===== src/rtl/mat_slot_if.sv =====
// Handshake bundle between the matrix requesters and the slot allocator.
// The master side is the requester, the slave side is the allocator.
interface mat_slot_if #(
    parameter int ADDR_W = 9
);
    logic              alloc_req;
    logic [2:0]        alloc_m;
    logic [2:0]        alloc_n;
    logic              alloc_ack;
    logic              alloc_err;
    logic [ADDR_W-1:0] alloc_base;
    logic              commit;
    logic              abort;
    logic              busy;
    logic              q_req;
    logic [2:0]        q_m;
    logic [2:0]        q_n;
    logic [1:0]        q_id;
    logic              q_done;
    logic              q_hit;
    logic [ADDR_W-1:0] q_base;
    logic [4:0]        valid_count;

    modport master (
        output alloc_req, alloc_m, alloc_n, commit, abort, q_req, q_m, q_n, q_id,
        input  alloc_ack, alloc_err, alloc_base, busy, q_done, q_hit, q_base, valid_count
    );

    modport slave (
        input  alloc_req, alloc_m, alloc_n, commit, abort, q_req, q_m, q_n, q_id,
        output alloc_ack, alloc_err, alloc_base, busy, q_done, q_hit, q_base, valid_count
    );
endinterface


===== src/rtl/mat_slot_allocator.sv =====
// Fixed-size slot allocator for the shared matrix memory: grants base addresses,
// evicts the oldest matrix per class or globally, and resolves id-th-of-class lookups.
//
// state  | meaning
// IDLE   | waiting for an allocation (priority) or lookup request
// ASCAN  | walking all slots to pick the allocation victim
// GRANT  | alloc_ack pulse; victim invalidated before it is overwritten
// PEND   | requester writing the slot; waits for commit or abort
// QSCAN  | walking all slots to find the id-th matching matrix
module mat_slot_allocator #(
    parameter int NUM_SLOTS   = 20,
    parameter int SLOT_WORDS  = 25,
    parameter int ADDR_W      = 9,
    parameter int PER_DIM_MAX = 2
) (
    input  logic       clk,
    input  logic       rst,
    mat_slot_if.slave  bus
);
    localparam int IDX_W = $clog2(NUM_SLOTS);
    localparam int CNT_W = $clog2(NUM_SLOTS + 1);

    localparam logic [2:0] S_IDLE  = 3'd0;
    localparam logic [2:0] S_ASCAN = 3'd1;
    localparam logic [2:0] S_GRANT = 3'd2;
    localparam logic [2:0] S_PEND  = 3'd3;
    localparam logic [2:0] S_QSCAN = 3'd4;

    logic [2:0]           state_q, state_d;
    logic [IDX_W-1:0]     idx_q, idx_d;
    logic [2:0]           req_m_q, req_m_d;
    logic [2:0]           req_n_q, req_n_d;
    logic [1:0]           req_id_q, req_id_d;

    logic [NUM_SLOTS-1:0] valid_q, valid_d;
    logic [2:0]           slot_m_q [NUM_SLOTS];
    logic [2:0]           slot_m_d [NUM_SLOTS];
    logic [2:0]           slot_n_q [NUM_SLOTS];
    logic [2:0]           slot_n_d [NUM_SLOTS];
    logic [7:0]           age_q    [NUM_SLOTS];
    logic [7:0]           age_d    [NUM_SLOTS];

    // The same-class trackers double as the lookup match counter / hit slot in QSCAN.
    logic [CNT_W-1:0]     sc_cnt_q, sc_cnt_d;
    logic [IDX_W-1:0]     sc_idx_q, sc_idx_d;
    logic [7:0]           sc_age_q, sc_age_d;
    logic                 sc_found_q, sc_found_d;
    logic [IDX_W-1:0]     free_idx_q, free_idx_d;
    logic                 free_found_q, free_found_d;
    logic [IDX_W-1:0]     old_idx_q, old_idx_d;
    logic [7:0]           old_age_q, old_age_d;
    logic                 old_found_q, old_found_d;
    logic [IDX_W-1:0]     victim_q, victim_d;

    logic                 alloc_ack_q, alloc_ack_d;
    logic                 alloc_err_q, alloc_err_d;
    logic [ADDR_W-1:0]    alloc_base_q, alloc_base_d;
    logic                 busy_q, busy_d;
    logic                 q_done_q, q_done_d;
    logic                 q_hit_q, q_hit_d;
    logic [ADDR_W-1:0]    q_base_q, q_base_d;
    logic [4:0]           valid_count_q, valid_count_d;

    logic                 cur_valid, cur_match, last_idx, dims_legal;
    logic [7:0]           cur_age;

    always_comb begin
        state_d       = state_q;
        idx_d         = idx_q;
        req_m_d       = req_m_q;
        req_n_d       = req_n_q;
        req_id_d      = req_id_q;
        valid_d       = valid_q;
        slot_m_d      = slot_m_q;
        slot_n_d      = slot_n_q;
        age_d         = age_q;
        sc_cnt_d      = sc_cnt_q;
        sc_idx_d      = sc_idx_q;
        sc_age_d      = sc_age_q;
        sc_found_d    = sc_found_q;
        free_idx_d    = free_idx_q;
        free_found_d  = free_found_q;
        old_idx_d     = old_idx_q;
        old_age_d     = old_age_q;
        old_found_d   = old_found_q;
        victim_d      = victim_q;
        alloc_ack_d   = 1'b0;
        alloc_err_d   = 1'b0;
        alloc_base_d  = alloc_base_q;
        busy_d        = busy_q;
        q_done_d      = 1'b0;
        q_hit_d       = q_hit_q;
        q_base_d      = q_base_q;
        valid_count_d = 5'($countones(valid_q));

        cur_valid  = valid_q[idx_q];
        cur_age    = age_q[idx_q];
        cur_match  = cur_valid && (slot_m_q[idx_q] == req_m_q) && (slot_n_q[idx_q] == req_n_q);
        last_idx   = (idx_q == IDX_W'(NUM_SLOTS - 1));
        dims_legal = (bus.alloc_m != 3'd0) && (bus.alloc_m <= 3'd5) &&
                     (bus.alloc_n != 3'd0) && (bus.alloc_n <= 3'd5);

        case (state_q)
            S_IDLE: begin
                if (bus.alloc_req) begin
                    req_m_d = bus.alloc_m;
                    req_n_d = bus.alloc_n;
                    if (dims_legal) begin
                        state_d      = S_ASCAN;
                        idx_d        = '0;
                        busy_d       = 1'b1;
                        sc_cnt_d     = '0;
                        sc_found_d   = 1'b0;
                        free_found_d = 1'b0;
                        old_found_d  = 1'b0;
                    end else begin
                        alloc_err_d = 1'b1;
                    end
                end else if (bus.q_req) begin
                    req_m_d    = bus.q_m;
                    req_n_d    = bus.q_n;
                    req_id_d   = bus.q_id;
                    state_d    = S_QSCAN;
                    idx_d      = '0;
                    sc_cnt_d   = '0;
                    sc_found_d = 1'b0;
                end
            end

            S_ASCAN: begin
                if (cur_match) begin
                    sc_cnt_d = sc_cnt_q + CNT_W'(1);
                    if (!sc_found_q || (cur_age > sc_age_q)) begin
                        sc_found_d = 1'b1;
                        sc_idx_d   = idx_q;
                        sc_age_d   = cur_age;
                    end
                end
                if (!cur_valid && !free_found_q) begin
                    free_found_d = 1'b1;
                    free_idx_d   = idx_q;
                end
                if (cur_valid && (!old_found_q || (cur_age > old_age_q))) begin
                    old_found_d = 1'b1;
                    old_idx_d   = idx_q;
                    old_age_d   = cur_age;
                end
                if (last_idx) begin
                    if (sc_cnt_d >= CNT_W'(PER_DIM_MAX))
                        victim_d = sc_idx_d;
                    else if (free_found_d)
                        victim_d = free_idx_d;
                    else
                        victim_d = old_idx_d;
                    alloc_ack_d  = 1'b1;
                    alloc_base_d = ADDR_W'(victim_d) * ADDR_W'(SLOT_WORDS);
                    state_d      = S_GRANT;
                end else begin
                    idx_d = idx_q + IDX_W'(1);
                end
            end

            S_GRANT: begin
                valid_d[victim_q] = 1'b0;
                state_d           = S_PEND;
            end

            S_PEND: begin
                if (bus.abort) begin
                    busy_d  = 1'b0;
                    state_d = S_IDLE;
                end else if (bus.commit) begin
                    for (int i = 0; i < NUM_SLOTS; i++) begin
                        if (valid_q[i] && (age_q[i] != 8'd255))
                            age_d[i] = age_q[i] + 8'd1;
                    end
                    valid_d[victim_q]  = 1'b1;
                    slot_m_d[victim_q] = req_m_q;
                    slot_n_d[victim_q] = req_n_q;
                    age_d[victim_q]    = 8'd0;
                    busy_d             = 1'b0;
                    state_d            = S_IDLE;
                end
            end

            S_QSCAN: begin
                if (cur_match) begin
                    sc_cnt_d = sc_cnt_q + CNT_W'(1);
                    if (!sc_found_q && (req_id_q != 2'd0) && (sc_cnt_d == CNT_W'(req_id_q))) begin
                        sc_found_d = 1'b1;
                        sc_idx_d   = idx_q;
                    end
                end
                if (last_idx) begin
                    q_done_d = 1'b1;
                    q_hit_d  = sc_found_d;
                    q_base_d = sc_found_d ? ADDR_W'(sc_idx_d) * ADDR_W'(SLOT_WORDS) : '0;
                    state_d  = S_IDLE;
                end else begin
                    idx_d = idx_q + IDX_W'(1);
                end
            end

            default: state_d = S_IDLE;
        endcase
    end

    always_ff @(posedge clk or posedge rst) begin
        if (rst) begin
            state_q       <= S_IDLE;
            idx_q         <= '0;
            req_m_q       <= '0;
            req_n_q       <= '0;
            req_id_q      <= '0;
            valid_q       <= '0;
            for (int i = 0; i < NUM_SLOTS; i++) begin
                slot_m_q[i] <= '0;
                slot_n_q[i] <= '0;
                age_q[i]    <= '0;
            end
            sc_cnt_q      <= '0;
            sc_idx_q      <= '0;
            sc_age_q      <= '0;
            sc_found_q    <= 1'b0;
            free_idx_q    <= '0;
            free_found_q  <= 1'b0;
            old_idx_q     <= '0;
            old_age_q     <= '0;
            old_found_q   <= 1'b0;
            victim_q      <= '0;
            alloc_ack_q   <= 1'b0;
            alloc_err_q   <= 1'b0;
            alloc_base_q  <= '0;
            busy_q        <= 1'b0;
            q_done_q      <= 1'b0;
            q_hit_q       <= 1'b0;
            q_base_q      <= '0;
            valid_count_q <= '0;
        end else begin
            state_q       <= state_d;
            idx_q         <= idx_d;
            req_m_q       <= req_m_d;
            req_n_q       <= req_n_d;
            req_id_q      <= req_id_d;
            valid_q       <= valid_d;
            slot_m_q      <= slot_m_d;
            slot_n_q      <= slot_n_d;
            age_q         <= age_d;
            sc_cnt_q      <= sc_cnt_d;
            sc_idx_q      <= sc_idx_d;
            sc_age_q      <= sc_age_d;
            sc_found_q    <= sc_found_d;
            free_idx_q    <= free_idx_d;
            free_found_q  <= free_found_d;
            old_idx_q     <= old_idx_d;
            old_age_q     <= old_age_d;
            old_found_q   <= old_found_d;
            victim_q      <= victim_d;
            alloc_ack_q   <= alloc_ack_d;
            alloc_err_q   <= alloc_err_d;
            alloc_base_q  <= alloc_base_d;
            busy_q        <= busy_d;
            q_done_q      <= q_done_d;
            q_hit_q       <= q_hit_d;
            q_base_q      <= q_base_d;
            valid_count_q <= valid_count_d;
        end
    end

    assign bus.alloc_ack   = alloc_ack_q;
    assign bus.alloc_err   = alloc_err_q;
    assign bus.alloc_base  = alloc_base_q;
    assign bus.busy        = busy_q;
    assign bus.q_done      = q_done_q;
    assign bus.q_hit       = q_hit_q;
    assign bus.q_base      = q_base_q;
    assign bus.valid_count = valid_count_q;

endmodule


===== src/flat_wrapper.sv =====
// flat-port wrapper written by rule: the top's interface ports become plain ports
module mat_slot_allocator_flat 
#(
    parameter int NUM_SLOTS   = 20,
    parameter int SLOT_WORDS  = 25,
    parameter int ADDR_W      = 9,
    parameter int PER_DIM_MAX = 2
)
  (clk, rst, bus_alloc_req, bus_alloc_m, bus_alloc_n, bus_commit, bus_abort, bus_q_req, bus_q_m, bus_q_n, bus_q_id, bus_alloc_ack, bus_alloc_err, bus_alloc_base, bus_busy, bus_q_done, bus_q_hit, bus_q_base, bus_valid_count);
  mat_slot_if #(.ADDR_W(ADDR_W)) bus_i ();
  input  logic clk;
  input  logic rst;
  input wire logic [$bits(bus_i.alloc_req)-1:0] bus_alloc_req;
  input wire logic [$bits(bus_i.alloc_m)-1:0] bus_alloc_m;
  input wire logic [$bits(bus_i.alloc_n)-1:0] bus_alloc_n;
  input wire logic [$bits(bus_i.commit)-1:0] bus_commit;
  input wire logic [$bits(bus_i.abort)-1:0] bus_abort;
  input wire logic [$bits(bus_i.q_req)-1:0] bus_q_req;
  input wire logic [$bits(bus_i.q_m)-1:0] bus_q_m;
  input wire logic [$bits(bus_i.q_n)-1:0] bus_q_n;
  input wire logic [$bits(bus_i.q_id)-1:0] bus_q_id;
  output wire logic [$bits(bus_i.alloc_ack)-1:0] bus_alloc_ack;
  output wire logic [$bits(bus_i.alloc_err)-1:0] bus_alloc_err;
  output wire logic [$bits(bus_i.alloc_base)-1:0] bus_alloc_base;
  output wire logic [$bits(bus_i.busy)-1:0] bus_busy;
  output wire logic [$bits(bus_i.q_done)-1:0] bus_q_done;
  output wire logic [$bits(bus_i.q_hit)-1:0] bus_q_hit;
  output wire logic [$bits(bus_i.q_base)-1:0] bus_q_base;
  output wire logic [$bits(bus_i.valid_count)-1:0] bus_valid_count;
  assign bus_i.alloc_req = bus_alloc_req;
  assign bus_i.alloc_m = bus_alloc_m;
  assign bus_i.alloc_n = bus_alloc_n;
  assign bus_i.commit = bus_commit;
  assign bus_i.abort = bus_abort;
  assign bus_i.q_req = bus_q_req;
  assign bus_i.q_m = bus_q_m;
  assign bus_i.q_n = bus_q_n;
  assign bus_i.q_id = bus_q_id;
  assign bus_alloc_ack = bus_i.alloc_ack;
  assign bus_alloc_err = bus_i.alloc_err;
  assign bus_alloc_base = bus_i.alloc_base;
  assign bus_busy = bus_i.busy;
  assign bus_q_done = bus_i.q_done;
  assign bus_q_hit = bus_i.q_hit;
  assign bus_q_base = bus_i.q_base;
  assign bus_valid_count = bus_i.valid_count;
  mat_slot_allocator #(.NUM_SLOTS(NUM_SLOTS), .SLOT_WORDS(SLOT_WORDS), .ADDR_W(ADDR_W), .PER_DIM_MAX(PER_DIM_MAX)) u_core (.clk(clk), .rst(rst), .bus(bus_i));
endmodule

===== config.mk =====
export PLATFORM = sky130hd
export DESIGN_NAME = mat_slot_allocator_flat
export DESIGN_NICKNAME = d
export VERILOG_FILES = /design/src/rtl/mat_slot_if.sv /design/src/rtl/mat_slot_allocator.sv /design/src/flat_wrapper.sv
export SDC_FILE = /design/constraint.sdc
export NUM_CORES = 1
export LEC_CHECK = 0
export BUFFER_PORTS_ARGS = -buffer_cell sky130_fd_sc_hd__buf_2
export CAP_MARGIN = 20
export CORE_MARGIN = 3
export CORE_UTILIZATION = 65
export DETAILED_ROUTE_END_ITERATION = 12
export GPL_TIMING_DRIVEN = 0
export PLACE_DENSITY = 0.82
export SLEW_MARGIN = 20
export SYNTH_ARGS = -nofsm -noshare
export SYNTH_HDL_FRONTEND = slang
export SYNTH_SLANG_ARGS = --single-unit

===== constraint.sdc =====
create_clock -name clk -period 33.4 [get_ports clk]
set_clock_uncertainty 0.15 [all_clocks]
set_input_delay 3.34 -clock clk [delete_from_list [all_inputs] [get_ports clk]]
set_output_delay 3.34 -clock clk [all_outputs]
set_load 0.05 [all_outputs]

==> flow_summary.toml <==
[synth]
syn-num-nets = 2021
synth_top_area_share_pct = 45.3
seq_area_frac_synth_pct = 45.3
ys_ff_latch = 385
async_reset_ff_share_pct = 100
ys_top_cells_by_area = "dfrtp_1 (45%), mux2_2 (7.2%), mux4_2 (6.7%)"
yosysWarnings = 0
yosys.area.top_type = "dfrtp_1"
synth_area_um2 = 21300
synth_flop_cell = "dfrtp_1"
syn_inst = 1905
yosys.cell_types.count = 79
synth-edff-count = 0
postSynthAreaPerCell_um2 = 11.2

[cells_and_area]
drive_above_1_share_pct = 18.3
nets = 2113
fin_cells = 2464
antennaDiodeCount = 0
synthToLayoutAreaGrowth_pct = 10.4
nFillCells = 2098
layout_common_cells = "dfrtp_1 (385), nor2_1 (247), mux2_2 (137)"
seqCellArea_um2 = 9630
final_common_cell = "dfrtp_1"
multiInputGateArea_um2 = 10900

[global_routing]
met1_usage_pct = 41.0
grt_use_total_pct = 31.4
gr-total-overflow = 0
top_usage_layer = "met2"
grt_pass1_wl_um = 87800
grt_max_degree = 110
global_route.usage.met2_pct = 53.0
first_global_vias = 16228
use_met3_pct = 5.98
antenna_found_initial = 0

[cts]
clock_latency_ps = 540
clockRootBuffer = "clkbuf_16"
path_clk_slew_ps = 60
postCtsResizedCells = 0
cts_tree = "built"
post_cts_buffers = 0
cts_sinks = 385
htree_num_levels = 2
cts_buffers = 40
hold_buffers = 0
clockBufferDepth = 3

[detailed_routing]
num_vias = 15746
wl_um = 54400
route.detailed.wl_per_inst_um = 22.1
ant_nets = 0
first_pass_iters = 6
drc = 0
vias_per_cell = 6.39
drt_iter0_drc = 1732

[floorplanning]
rows = 65
dieWidth_um = 187
start_util_pct = 66.8
design.die.area_um2 = 35000
ios = 48
die_h_um = 187
core_um2 = 31900

[sta]
max_slew_margin_pct = 28.4
timing.hold.ws_ps = 323
fin_crit_ps = 7330
rsz0062_at_grt = "no"
hold_viol_final = 0
post-route-period-util_pct = 21.9
setup_viol = 0
fin_setup_tns_ps = 0
worstMarginPinSlew_ps = 1070
final_max_slew_viol_count = 0
max_freq_mhz = 136

[setup_path]
end_kind = "register"
worstRegToRegCells = 25
path_max_fanout = 10
cp_top_family = "buffers and inverters"
path_depth = 25
critPathRequiredTime_ps = 33650
critical-path-max-stage-delay_ps = 790
crit_path_start_kind = "register"
timing_worst_setup_path_type = "reg2reg"
crit_path_top_delay_cell = "o311ai_0"
cp_num_buf_inv = 6
cp_common_cell = "ha_1"
cp.arrival_ps = 7580

[placement]
port_buffers = 47
gp_congestion = 0.924
dp.cells = 2390
hpwl_um = 39200

[min_path]
hp-class = "reg2reg"
whs_path_depth = 2

[flow_run]
maxCapViolCount = 0

[power_and_ir_drop]
p_total_w = 0.00137
ir_drop_uv = 36.3
powerDensity_nw_per_um2 = 58.2
p_leak_nw = 11.2

[status]
status = "finished clean"
final timing paths:
| path | from | endpoint | slack (ps) |
|---|---|---|---|
| hold / removal | u_core.bus.q_base[2]$_DFFE_PP0P_ | u_core.bus.q_base[2]$_DFFE_PP0P_ | 320 |
| max in group asynchronous | rst | u_core.slot_m_q[25]$_DFFE_PP0P_ | 29320 |
| hold reg to reg | u_core.bus.q_base[2]$_DFFE_PP0P_ | u_core.bus.q_base[2]$_DFFE_PP0P_ | 320 |
| setup reg to reg | u_core.idx_q[1]$_DFFE_PP0P_ | u_core.bus.alloc_base[8]$_DFFE_PP0P_ | 26070 |
| min in group asynchronous | rst | u_core.age_q[26]$_DFFE_PP0P_ | 2800 |
| setup / recovery | u_core.idx_q[1]$_DFFE_PP0P_ | u_core.bus.alloc_base[8]$_DFFE_PP0P_ | 26070 |
power by group:
part / switching (W) / internal [W]
sequential: 0.0000222 / 0.000494
combinational: 0.000247 / 0.000147
clock: 0.000190 / 0.000268
total: 0.000459 / 0.000909
worst reg2reg max path, stage by stage (launching register included):
cell,delay [ps]
dfrtp_1,370
buf_6,190
buf_12,160
buf_12,170
buf_8,170
buf_2,390
buf_1,580
mux4_2,610
nand2_1,80
o21ai_0,250
ha_1,410
nor2b_1,130
o211ai_1,90
a21oi_1,130
nor4_1,60
nor2_1,460
nor2_1,140
o311ai_0,790
mux2i_1,280
ha_1,360
ha_1,220
ha_1,290
ha_1,330
a31oi_1,180
xnor2_1,130
o21ai_0,80
synthesized netlist by cell type, types with 17 or more instances:
| library cell | number |
|---|---|
| a21oi_1 | 42 |
| a31oi_1 | 17 |
| clkbuf_1 | 56 |
| dfrtp_1 | 385 |
| ha_1 | 80 |
| inv_1 | 77 |
| mux2_2 | 137 |
| mux2i_1 | 68 |
| mux4_2 | 63 |
| nand2_1 | 112 |
| nand3_1 | 65 |
| nand4_1 | 48 |
| nor2_1 | 247 |
| nor3_1 | 26 |
| o21ai_0 | 64 |
| o31ai_1 | 18 |
| xnor2_1 | 60 |
| xor2_1 | 88 |
sequential cells by signal, summed over array words and instances, names as in the netlist, 2 cells and up, named ones only:
name / flops
u_core.age_q: 160
u_core.bus.alloc_base: 9
u_core.bus.q_base: 9
u_core.bus.valid_count: 5
u_core.free_idx_q: 5
u_core.idx_q: 5
u_core.old_age_q: 8
u_core.old_idx_q: 5
u_core.req_id_q: 2
u_core.req_m_q: 3
u_core.req_n_q: 3
u_core.sc_age_q: 8
u_core.sc_cnt_q: 5
u_core.sc_idx_q: 5
u_core.slot_m_q: 60
u_core.slot_n_q: 60
u_core.state_q: 3
u_core.victim_q: 2
cell type report:
type / instances / share of cell area [%]
plain buffers: 90 / 2.10
inverters: 79 / 1.29
well taps: 435 / 2.32
clock buffers: 57 / 4.96
multi-input cells: 1351 / 46.2
repair buffers: 50 / 1.35
flip-flops and latches: 385 / 41.0
clock inverters: 17 / 0.746
per-stage QoR:
| stage | util, % | cell area (um2) | worst slack [ps] |
|---|---|---|---|
| floorplan | - | 21300 | 19210 |
| CTS | 73.7 | 23500 | 26170 |
| global route | 73.7 | 23500 | 25600 |
| finish | 73.7 | 23500 | 26070 |
| global placement | 69.2 | 22100 | 15410 |
| detailed placement | 69.5 | 22200 | 26200 |
layer usage:
layer,routed length [um],vias to the layer above,part of all wire (%)
li1,-,6963,-
met1,21700,7873,40
met2,26400,747,49
met3,4290,163,7.9
met4,2010,0,3.7
met5,0,-,0
cells by family after synthesis:
family | count (synthesis) | synth area share, %
adders and majority gates | 96 | 6.21
xor gates and xnor gates | 148 | 6.09
buffers and inverters | 169 | 3.71
AOI/OAI and AO/OA | 229 | 7.38
DFF | 385 | 45.3
and+or+nand+nor | 595 | 13.1
muxes | 283 | 18.3
(Power assumes the default switching activity.)
